--- config.mk ---
export PLATFORM = sky130hd
export DESIGN_NAME = ram_share_arbiter
export DESIGN_NICKNAME = d
export VERILOG_FILES = /design/src/rtl/ram_share_arbiter.sv
export SDC_FILE = /design/constraint.sdc
export NUM_CORES = 1
export LEC_CHECK = 0
export ABC_AREA = 1
export CAP_MARGIN = 0
export CORE_ASPECT_RATIO = 1.2
export CORE_UTILIZATION = 26
export CTS_CLUSTER_SIZE = 16
export DETAILED_ROUTE_END_ITERATION = 6
export PLACE_DENSITY = 0.82
export RECOVER_POWER = 50
export SLEW_MARGIN = 20
export SYNTH_ARGS = -nofsm -noshare
export SYNTH_HDL_FRONTEND = slang
export SYNTH_SLANG_ARGS = --single-unit
--- constraint.sdc ---
create_clock -name clk -period 1.9 [get_ports clk]
set_clock_uncertainty 0.1 [all_clocks]
set_input_delay 0.38 -clock clk [delete_from_list [all_inputs] [get_ports clk]]
set_output_delay 0.38 -clock clk [all_outputs]
set_load 0.1 [all_outputs]
--- src/rtl/ram_share_arbiter.sv ---
// ram_share_arbiter: shares the single-port system RAM between the 6502 CPU,
// the VGA renderer's read bursts and the UART program loader's writes.
// The CPU is paused through RDY and only at an opcode fetch (SYNC). Before
// RDY returns, one RESUME cycle puts the CPU's frozen address back on the RAM
// so that the synchronous read data is valid when the CPU continues.
// Optional build macro: ARB_STATS_EN adds saturating stall/burst counters.
module ram_share_arbiter #(
   parameter int ADDR_W = 11,
   parameter int DATA_W = 8
`ifdef ARB_STATS_EN
   ,
   parameter int STAT_W = 16
`endif
) (
   input  logic              clk,
   input  logic              reset,
   input  logic [ADDR_W-1:0] cpu_addr,
   input  logic [DATA_W-1:0] cpu_wdata,
   input  logic              cpu_we,
   input  logic              cpu_sync,
   output logic              cpu_ready,
   input  logic              vid_req,
   input  logic [ADDR_W-1:0] vid_addr,
   output logic              vid_grant,
   output logic              vid_rvalid,
   input  logic              ldr_req,
   input  logic [ADDR_W-1:0] ldr_addr,
   input  logic [DATA_W-1:0] ldr_wdata,
   input  logic              ldr_we,
   output logic              ldr_grant,
   output logic [ADDR_W-1:0] ram_addr,
   output logic [DATA_W-1:0] ram_wdata,
   output logic              ram_we
`ifdef ARB_STATS_EN
   ,
   output logic [STAT_W-1:0] stat_cpu_stall,
   output logic [STAT_W-1:0] stat_vid_bursts
`endif
);

   typedef enum logic [1:0] {
      ST_RESUME = 2'd0,
      ST_CPU    = 2'd1,
      ST_VID    = 2'd2,
      ST_LDR    = 2'd3
   } state_t;

   state_t state_reg;
   logic   cpu_ready_reg;
   logic   vid_grant_reg;
   logic   ldr_grant_reg;
   logic   vid_rvalid_reg;

   // Ownership FSM; grants and RDY are registered alongside the state so they
   // always agree with the RAM mux below.
   always_ff @(posedge clk or negedge reset) begin
      if (!reset) begin
         state_reg      <= ST_RESUME;
         cpu_ready_reg  <= 1'b0;
         vid_grant_reg  <= 1'b0;
         ldr_grant_reg  <= 1'b0;
         vid_rvalid_reg <= 1'b0;
      end else begin
         // RAM output is one cycle behind the address, so valid trails the grant
         vid_rvalid_reg <= (state_reg == ST_VID) && vid_req;
         case (state_reg)
            ST_RESUME: begin
               // requests are deliberately ignored here: the CPU always gets
               // at least one instruction between bursts
               state_reg     <= ST_CPU;
               cpu_ready_reg <= 1'b1;
            end
            ST_CPU: begin
               if ((vid_req || ldr_req) && cpu_sync) begin
                  cpu_ready_reg <= 1'b0;
                  if (vid_req) begin
                     state_reg     <= ST_VID;
                     vid_grant_reg <= 1'b1;
                  end else begin
                     state_reg     <= ST_LDR;
                     ldr_grant_reg <= 1'b1;
                  end
               end
            end
            ST_VID: begin
               if (!vid_req) begin
                  vid_grant_reg <= 1'b0;
                  if (ldr_req) begin
                     state_reg     <= ST_LDR;
                     ldr_grant_reg <= 1'b1;
                  end else begin
                     state_reg <= ST_RESUME;
                  end
               end
            end
            ST_LDR: begin
               // video preempts the loader; the write in this cycle still lands
               if (vid_req) begin
                  state_reg     <= ST_VID;
                  ldr_grant_reg <= 1'b0;
                  vid_grant_reg <= 1'b1;
               end else if (!ldr_req) begin
                  state_reg     <= ST_RESUME;
                  ldr_grant_reg <= 1'b0;
               end
            end
            default: begin
               state_reg     <= ST_RESUME;
               cpu_ready_reg <= 1'b0;
               vid_grant_reg <= 1'b0;
               ldr_grant_reg <= 1'b0;
            end
         endcase
      end
   end

   // RAM port mux on the current owner; RESUME re-presents the CPU address read-only.
   always_comb begin
      ram_addr  = cpu_addr;
      ram_wdata = cpu_wdata;
      ram_we    = 1'b0;
      case (state_reg)
         ST_CPU: ram_we = cpu_we & cpu_ready_reg;
         ST_VID: ram_addr = vid_addr;
         ST_LDR: begin
            ram_addr  = ldr_addr;
            ram_wdata = ldr_wdata;
            ram_we    = ldr_we;
         end
         default: ram_we = 1'b0;
      endcase
   end

   assign cpu_ready  = cpu_ready_reg;
   assign vid_grant  = vid_grant_reg;
   assign ldr_grant  = ldr_grant_reg;
   assign vid_rvalid = vid_rvalid_reg;

`ifdef ARB_STATS_EN
   logic              enter_vid;
   logic [STAT_W-1:0] stall_cnt_reg;
   logic [STAT_W-1:0] burst_cnt_reg;

   // VID is entered only from CPU (at SYNC) or by preempting the loader
   assign enter_vid = ((state_reg == ST_CPU) && cpu_sync && vid_req) ||
                      ((state_reg == ST_LDR) && vid_req);

   // Saturating statistics counters, cleared by reset.
   always_ff @(posedge clk or negedge reset) begin
      if (!reset) begin
         stall_cnt_reg <= '0;
         burst_cnt_reg <= '0;
      end else begin
         if (!cpu_ready_reg && (stall_cnt_reg != {STAT_W{1'b1}}))
            stall_cnt_reg <= stall_cnt_reg + STAT_W'(1);
         if (enter_vid && (burst_cnt_reg != {STAT_W{1'b1}}))
            burst_cnt_reg <= burst_cnt_reg + STAT_W'(1);
      end
   end

   assign stat_cpu_stall  = stall_cnt_reg;
   assign stat_vid_bursts = burst_cnt_reg;
`endif

endmodule

==> metrics.yaml, run 1 <==
floorplan:
  die_x_um: 47.9
  num_rows: 19
  pin_count: 80
  die-area_um2: 2740
  core_um2: 2350
  die-height_um: 57.1
  start_util_pct: 28.0
worst_setup_path:
  cpMaxStageDelayCell: "dfrtp_2"
  path_max_fanout: 6
  worstSetupPathType: "reg2out"
  r2r_end: "state_reg[1]"
  worstSetupStartpointType: "flop"
  slowest_delay_ps: 480
  crit_chain: "nand2_4, clkinvlp_4, nand2_1, nand3_2, buf_12"
  reg2reg_from: "state_reg[1]"
  required_ps: 1420
  ff2ff_setup_slack_ps: 480
  reg2regPathDepth: 5
  endpoint_kind: "output port"
  arrival_ps: 1420
logic_synthesis:
  ys_ff_latch: 6
  synth_top_family_by_area: "simple AND/OR/NAND/NOR gates"
  synthMuxAreaShare_pct: 0
  syn_avg_cell_area_um2: 5.39
  synthXorXnorAreaFrac_pct: 0
  synth-compound-area-share_pct: 6.46
  yosysWarnings: 0
  synth_area_um2: 658
  yosys.area_share.simple_pct: 60.8
  yosysSeqAreaShare_pct: 22.8
  netlist_instances: 122
  yosys.area_share.adder_pct: 0
  syn_nets: 178
  synth_cell_types: 17
global_routing:
  grt_use_met3_pct: 6.33
  grtUsageMet2_pct: 42.9
  antenna_found_initial: 0
  track_usage_pct: 24.3
  grt_pass1_wl_mm: 4.71
  grt_pass1_vias: 1054
  met1_usage_pct: 22.9
  grt_max_degree: 22
  grt_overflow: 0
  busiest_layer: "met2"
drt:
  first_pass_iters: 4
  initialDrtViolationCount: 9
  wire_per_inst_um: 13.6
  wl_mm: 3.22
  drcViolationCount: 0
  viasPerCell: 4.85
  ant_nets: 0
  vias: 1145
timing:
  finalSetupViolCount: 0
  clock.fmax_mhz: 526
  rsz0062_at_grt: "yes"
  final.min_clock_period_ps: 1900
  hold_violations: 0
  finalMaxSlewViolations: 0
  worstMarginPinSlew_ps: 546
  period_share_pct: 100
  maxSlewHeadroom_pct: 63.7
  fin_tns_setup_ps: 0
clocking:
  clock_sinks: 6
  cts_max_level: 1
  cts_root_buffer: "clkbuf_4"
  cts_buffer_depth: 2
  cts_buffers: 3
  cts_tree: "yes"
  clk_latency_ps: 250
  cts.clk_slew.worst_paths_ps: 50
job:
  maxCapViolations: 0
hold_path:
  min_path_type: "in2async"
run_status:
  status: "completed"
final_layout:
  n_antenna_cell: 0
  drive_above_1_share_pct: 33.7
  area.growth.synth_to_final_pct: 178
  num-nets-final: 262
  largest_reg_flops: 2
placed_design:
  portBuffers: 79
  hpwl_mm: 2.57
  place.gp.congestion: 0.892
-- logic make-up (layout without fill, tap and decap cells) --
logic type / after synthesis / count (layout)
buffers and inverters: 13 / 96
and+or+nand+nor: 95 / 95
DFF: 6 / 6
AOI/OAI and AO/OA: 8 / 8
-- how the worst max path moves through the flow --
stage	slack [ps]	endpoint	cells after the start	from
6_report	0.6	ram_addr[7]	5	state_reg[1]
5_1_grt	-80	ram_addr[7]	5	state_reg[1]
4_1_cts	2	ram_addr[6]	5	state_reg[1]
3_5_place_dp	30	ram_addr[4]	6	state_reg[0]
3_3_place_gp	130	ram_addr[0]	6	state_reg[0]
2_1_floorplan	-20	ram_we	2	cpu_ready
-- metrics by stage --
| step | instance area [um^2] | setup slack (ps) | util (%) | hold WS [ps] | instances |
|---|---|---|---|---|---|
| finish | 1830 | 0.632 | 77.7 | 331 | 236 |
| global route | 1830 | -76.2 | 77.7 | 339 | 236 |
| CTS | 1850 | 2.45 | 78.8 | 258 | 235 |
| detailed placement | 1790 | 27.0 | 76.2 | 424 | 229 |
| global placement | 1790 | 125 | 76.2 | 421 | 229 |
| floorplan | 746 | -20.7 | - | -15.6 | 122 |
-- metal layers --
| layer | wire length, um | part of all wire, % | up-vias |
|---|---|---|---|
| li1 | - | - | 545 |
| met1 | 1070 | 33 | 515 |
| met2 | 1680 | 52 | 68 |
| met3 | 309 | 9.6 | 17 |
| met4 | 160 | 5.0 | 0 |
| met5 | 0 | 0 | - |
-- cell usage after synthesis --
master     n  area [um^2]
buf_6      1         11.3
nand3_1   16         80.1
o21bai_1   1         7.51
inv_1      6         22.5
o21ai_0    4         20.0
nand2_4    1         11.3
nand2_2    3         18.8
a21oi_1    3         15.0
nand2_1   71          267
inv_2      2         7.51
clkbuf_1   1         3.75
dfrtp_1    6          150
nand3_2    1         10.0
clkinv_2   1         5.00
nor2_2     1         6.26
buf_4      2         15.0
nor2_1     2         7.51
-- final cells by class --
| type | instances | area (um^2) |
|---|---|---|
| clock buffers | 4 | 26.3 |
| fillers | 171 | 526 |
| inverters | 9 | 47.5 |
| multi-input cells | 103 | 542 |
| flip-flops and latches | 6 | 154 |
| well taps | 31 | 38.8 |
| repair buffers | 82 | 1010 |
| repair inverters | 1 | 7.51 |
-- worst max-delay path, delay by kind of cell, from the launching register on --
kind                   cells  cell delay, ps
buffers and inverters      2             350
flip-flops                 1             480
AND/OR/NAND/NOR            3             330
-- what timing repair did --
item	4_1_cts	5_1_grt
hold buffers	0	0
pin swaps	1	0
cloned	1	0
endpoints found under the setup margin	20	12
buffers inserted	1	1
gates resized for setup	9	6
-- cell usage in the layout, fill, tap and decap left out, types with 4 or more instances in the layout --
cell type,synthesis,routed
buf_12,0,21
clkdlybuf4s50_1,0,53
inv_1,6,4
nand2_1,71,58
nand2_2,3,15
nand3_1,16,6
nand3_2,1,11
Power of run 1 is not shown: default switching activity piles up to over one toggle a cycle in this logic, so the estimate is an artifact.
==> inputs of run 2 (changes only) <==
- CELL_PAD_IN_SITES_DETAIL_PLACEMENT: unset -> 1
- CELL_PAD_IN_SITES_GLOBAL_PLACEMENT: unset -> 1
- CORE_UTILIZATION: 26 -> 15
- PLACE_DENSITY: 0.82 -> 0.83
==> run 2 against run 1 <==
  * Global-route usage shrank 10 points
  * Sequential share of layout area shrank 0.30 points
  * Flip-flop and latch count is the same
  * Die area grew 70%
  * Highest routed layer unchanged
==> metrics.yaml, run 2 (same netlist as run 1, synthesis figures left out) <==
run_status:
  status: "completed"
final_layout:
  largest_reg_flops: 2  # unchanged
  area.growth.synth_to_final_pct: 186
  instances_no_fill: 263  # +11%
  fill_cells: 505  # +200%
  final_cell_mix: "57 x nand2_1, 53 x clkdlybuf4s50_1, 20 x buf_12, 16 x nand2_2, 11 x nand3_2"
  num-nets-final: 264  # +0.76%
  finish.utilization_pct: 44.4  # -33 points
  drive_above_1_share_pct: 33.8  # +0.16 points
  final_area_um2: 1880  # +2.8%
  final_common_cell: "nand2_1"
  n_antenna_cell: 0  # unchanged
clocking:
  cts_max_level: 1  # unchanged
  clk_latency_ps: 230  # -20 ps
  clock_sinks: 6  # unchanged
  cts.clk_slew.worst_paths_ps: 40  # about the same
  cts_buffers: 3  # unchanged
  cts_buffer_depth: 2  # unchanged
  cts_tree: "yes"
  cts_hold_buffers: 0  # unchanged
  cts_root_buffer: "clkbuf_8"
timing:
  rsz0062_at_grt: "yes"
  period_share_pct: 97.8  # -2.2 points
  clock.fmax_mhz: 538  # +2.2%
  finalMaxSlewViolations: 0  # unchanged
  final.min_clock_period_ps: 1860  # -41.7 ps
  hold_violations: 0  # unchanged
  setup_ws_ps: 42.3  # +41.7 ps
  finalSetupViolCount: 0  # unchanged
  worstMarginPinSlew_ps: 544  # -2.31 ps
  maxSlewHeadroom_pct: 63.9  # +0.15 points
global_routing:
  grt_pass1_wl_mm: 5.06  # +7.6%
  antenna_found_initial: 0  # unchanged
  grt_overflow: 0  # unchanged
  grt_max_degree: 22  # unchanged
  grt_pass1_vias: 1070  # +1.5%
  track_usage_pct: 14.0  # -10 points
drt:
  ant_nets: 0  # unchanged
  wire_per_inst_um: 12.4  # -9.2%
  drcViolationCount: 0  # unchanged
  vias: 1107  # -3.3%
  viasPerCell: 4.21  # -13%
  first_pass_iters: 2  # -2
  initialDrtViolationCount: 14  # +5
  wl_mm: 3.26  # +1.2%
floorplan:
  pin_count: 80  # unchanged
  num_rows: 26  # +7
  die-height_um: 74.6  # +31%
  die-area_um2: 4660  # +70%
  die_x_um: 62.5  # +30%
  core_um2: 4230  # +80%
  start_util_pct: 15.6  # -12 points
placed_design:
  portBuffers: 79  # unchanged
  dp.cells: 255  # +11%
  dp_slack_ps: 54.5  # +27.5 ps
  place.gp.congestion: 0.711  # -20%
  placedInstanceArea_um2: 1830  # +2.2%
  hpwl_mm: 2.70  # +5.1%
worst_setup_path:
  reg2reg_from: "state_reg[1]"
  critical-path-top-delay-family: "flip-flops"
  endpoint_kind: "output port"
  cp.buffers_inverters: 2  # unchanged
  worstSetupStartpointType: "flop"
  path_max_fanout: 6  # unchanged
  cpMaxStageDelayCell: "dfrtp_2"
  ff2ff_setup_slack_ps: 460  # -20 ps
  worstSetupPathType: "reg2out"
  r2r_end: "ldr_grant"
  arrival_ps: 1380  # -40 ps
  required_ps: 1420  # about the same
  slowest_delay_ps: 470  # about the same
  reg2regPathDepth: 8  # +3
  crit_chain: "nand2_4, clkinvlp_4, nand2_1, nand3_2, buf_12"
job:
  maxCapViolations: 0  # unchanged
hold_path:
  min_path_type: "in2async"
==> run 2: changes by cell type in the layout (fill, tap and decap cells not counted), sizes merged <==
| cell | delta |
|---|---|
| buf | +1 |
| clkbuf | +1 |
==> run 2: worst max-delay path by stage <==
| stage | from | endpoint | slack, ps | cells after the start |
|---|---|---|---|---|
| floorplan | cpu_ready | ram_we | -20 | 2 |
| global placement | state_reg[0] | ram_addr[7] | 120 | 6 |
| detailed placement | state_reg[0] | ram_addr[1] | 50 | 6 |
| CTS | state_reg[1] | ram_addr[6] | 5 | 5 |
| global route | state_reg[1] | ram_addr[0] | -50 | 5 |
| finish | state_reg[1] | ram_addr[6] | 40 | 5 |
==> run 2: repair_timing <==
| item | 4_1_cts | 5_1_grt |
|---|---|---|
| pin swaps | 1 | 1 |
| endpoints found under the setup margin | 20 | 12 |
| gates resized for setup | 7 | 7 |
| gates cloned | 1 | 0 |
| endpoints found under the hold margin | 0 | 0 |
| buffers inserted | 1 | 2 |
==> run 2: per-layer routing <==
metal	wire length [um]	vias to the layer above	GRT usage (%)	share of wire, %
met5	0	-	0	0
met4	36	0	5.43	1.1
met1	1260	510	15.1	38
met3	110	3	1.69	3.4
li1	-	551	-	-
met2	1860	43	28.0	57
==> run 2: cell type report <==
| cell class | count | area [um^2] | share of cell area [%] |
|---|---|---|---|
| repair buffers | 84 | 1010 | 53.9 |
| multi-input cells | 103 | 544 | 29.0 |
| flip-flops and latches | 6 | 153 | 8.12 |
| well taps | 56 | 70.1 | 3.73 |
| inverters | 9 | 47.5 | 2.53 |
| clock buffers | 4 | 45.0 | 2.40 |
| repair inverters | 1 | 7.51 | 0.399 |
==> run 2: stage by stage <==
stage	TNS, ps	hold WS (ps)
after global routing	-348	377
after global placement	0	424
after detailed placement	0	435
final	0	360
after CTS	0	297
after floorplan	-20.7	-15.6
Power of run 2 is left out for the same reason.
==> inputs of run 3 (changes only) <==
- CTS_CLUSTER_SIZE: 16 -> 30
- PLACE_DENSITY: 0.83 -> 0.87
==> run 3 against run 2 <==
  * Worst hold slack improved by 1.5 ps
  * Non-clock buffer count shrank 1
  * Sequential share of layout area rose by 0.17 points
  * Via count grew 0.27%
  * Maximum frequency increased by 0.15%
  * Register-to-register slack improved by 20 ps
  * Flip-flop and latch count unchanged
==> metrics.yaml, run 3 (same netlist as run 1, synthesis figures left out) <==
global_routing:
  track_usage_pct: 14.7  # +0.66 points
  grt_max_degree: 22  # unchanged
  antenna_found_initial: 0  # unchanged
  grt_overflow: 0  # unchanged
  grt_pass1_vias: 1122  # +4.9%
  grt_pass1_wl_mm: 5.26  # +3.8%
timing:
  rsz0062_at_grt: "yes"
  period_share_pct: 97.6  # -0.15 points
  finalMaxSlewViolations: 0  # unchanged
  hold_violations: 0  # unchanged
  setup_ws_ps: 45.1  # +2.80 ps
  final.min_clock_period_ps: 1850  # -2.80 ps
  worstMarginPinSlew_ps: 543  # -1.23 ps
  maxSlewHeadroom_pct: 64.0  # +0.082 points
  clock.fmax_mhz: 539  # +0.15%
  finalSetupViolCount: 0  # unchanged
drt:
  first_pass_iters: 2  # unchanged
  drcViolationCount: 0  # unchanged
  viasPerCell: 4.24  # +0.65%
  ant_nets: 0  # unchanged
  vias: 1110  # +0.27%
  wire_per_inst_um: 12.8  # +3.1%
  initialDrtViolationCount: 20  # +6
  wl_mm: 3.35  # +2.7%
final_layout:
  num-nets-final: 263  # -0.38%
  final_common_cell: "nand2_1"
  final_cell_mix: "62 x nand2_1, 53 x clkdlybuf4s50_1, 20 x buf_12, 11 x nand2_2, 11 x nand3_2"
  largest_reg_flops: 2  # unchanged
  drive_above_1_share_pct: 31.6  # -2.3 points
  area.growth.synth_to_final_pct: 182
  finish.utilization_pct: 43.9  # -0.53 points
  n_antenna_cell: 0  # unchanged
run_status:
  status: "completed"
worst_setup_path:
  crit_chain: "inv_1, nand2_4, clkinvlp_4, nand2_1, nand3_2, buf_12"
  arrival_ps: 1370  # about the same
  ff2ff_setup_slack_ps: 480  # +20 ps
  reg2reg_from: "state_reg[1]"
  r2r_end: "ldr_grant"
  slowest_delay_ps: 380  # -90 ps
  worstSetupStartpointType: "flop"
  cpMaxStageDelayCell: "dfrtp_2"
  endpoint_kind: "output port"
  required_ps: 1420  # about the same
  path_max_fanout: 6  # unchanged
  reg2regPathDepth: 8  # unchanged
  worstSetupPathType: "reg2out"
job:
  maxCapViolations: 0  # unchanged
clocking:
  cts_buffers: 3  # unchanged
  cts_tree: "yes"
  cts_max_level: 1  # unchanged
  cts.clk_slew.worst_paths_ps: 40  # about the same
  cts_buffer_depth: 2  # unchanged
  clk_latency_ps: 230  # about the same
  cts_root_buffer: "clkbuf_8"
  clock_sinks: 6  # unchanged
floorplan:
  die-height_um: 74.6  # unchanged
  pin_count: 80  # unchanged
  num_rows: 26  # unchanged
  start_util_pct: 15.6  # unchanged
  die-area_um2: 4660  # unchanged
  die_x_um: 62.5  # unchanged
  core_um2: 4230  # unchanged
placed_design:
  portBuffers: 79  # unchanged
  dp_slack_ps: 28.2  # -26.2 ps
  place.gp.congestion: 0.696  # -2.1%
  hpwl_mm: 2.81  # +4.4%
hold_path:
  min_path_type: "in2async"
-- run 3: cell types whose count changed in the layout (fill, tap and decap cells not counted) --
cell and delta:
buf_6 -1, dfrtp_1 -1, dfrtp_2 +1, nand2_1 +5, nand2_2 -5
-- run 3: routing by layer --
metal / vias to the layer above / track usage [%] / routed length [um]
met3: 5 / 1.38 / 125
met4: 0 / 5.43 / 38
li1: 546 / - / -
met2: 43 / 30.0 / 1960
met1: 516 / 15.6 / 1220
met5: - / 0 / 0
-- run 3: final cells by class --
type,instances,area (um^2)
Tap cell,56,70.1
Timing Repair Buffer,83,1000
Timing Repair inverter,1,7.51
Clock buffer,4,45.0
Sequential cell,6,154
Fill cell,498,2370
Inverter,9,47.5
Multi-Input combinational cell,103,532
-- run 3: critical path, delay by kind of cell, from the launching register on --
family	cells	cell delay [ps]
flops	1	380
simple gates	3	320
buf+inv	3	440
-- run 3: worst max-delay path by stage --
stage	startpoint	end	slack (ps)	cells past startpoint
6_report	state_reg[0]	ram_addr[2]	50	6
3_3_place_gp	state_reg[0]	ram_addr[0]	70	6
3_5_place_dp	state_reg[0]	ram_addr[2]	30	6
4_1_cts	state_reg[1]	ram_addr[2]	10	5
2_1_floorplan	cpu_ready	ram_we	-20	2
5_1_grt	state_reg[0]	ram_addr[0]	-50	6
-- run 3: repair_timing --
action,4_1_cts,5_1_grt
gates cloned,1,0
endpoints found under the setup margin,20,11
setup buffers,1,2
resized for setup,7,2
pin swaps,0,1
hold buffers,0,0
-- run 3: per-stage QoR --
stage | hold WS, ps | instances | setup TNS, ps | area [um^2]
finish | 362 | 262 | 0 | 1860
global route | 380 | 262 | -145 | 1860
CTS | 298 | 260 | 0 | 1900
detailed placement | 430 | 254 | 0 | 1820
global placement | 424 | 254 | 0 | 1820
floorplan | -15.6 | 122 | -20.7 | 746
Power of run 3 is left out for the same reason.
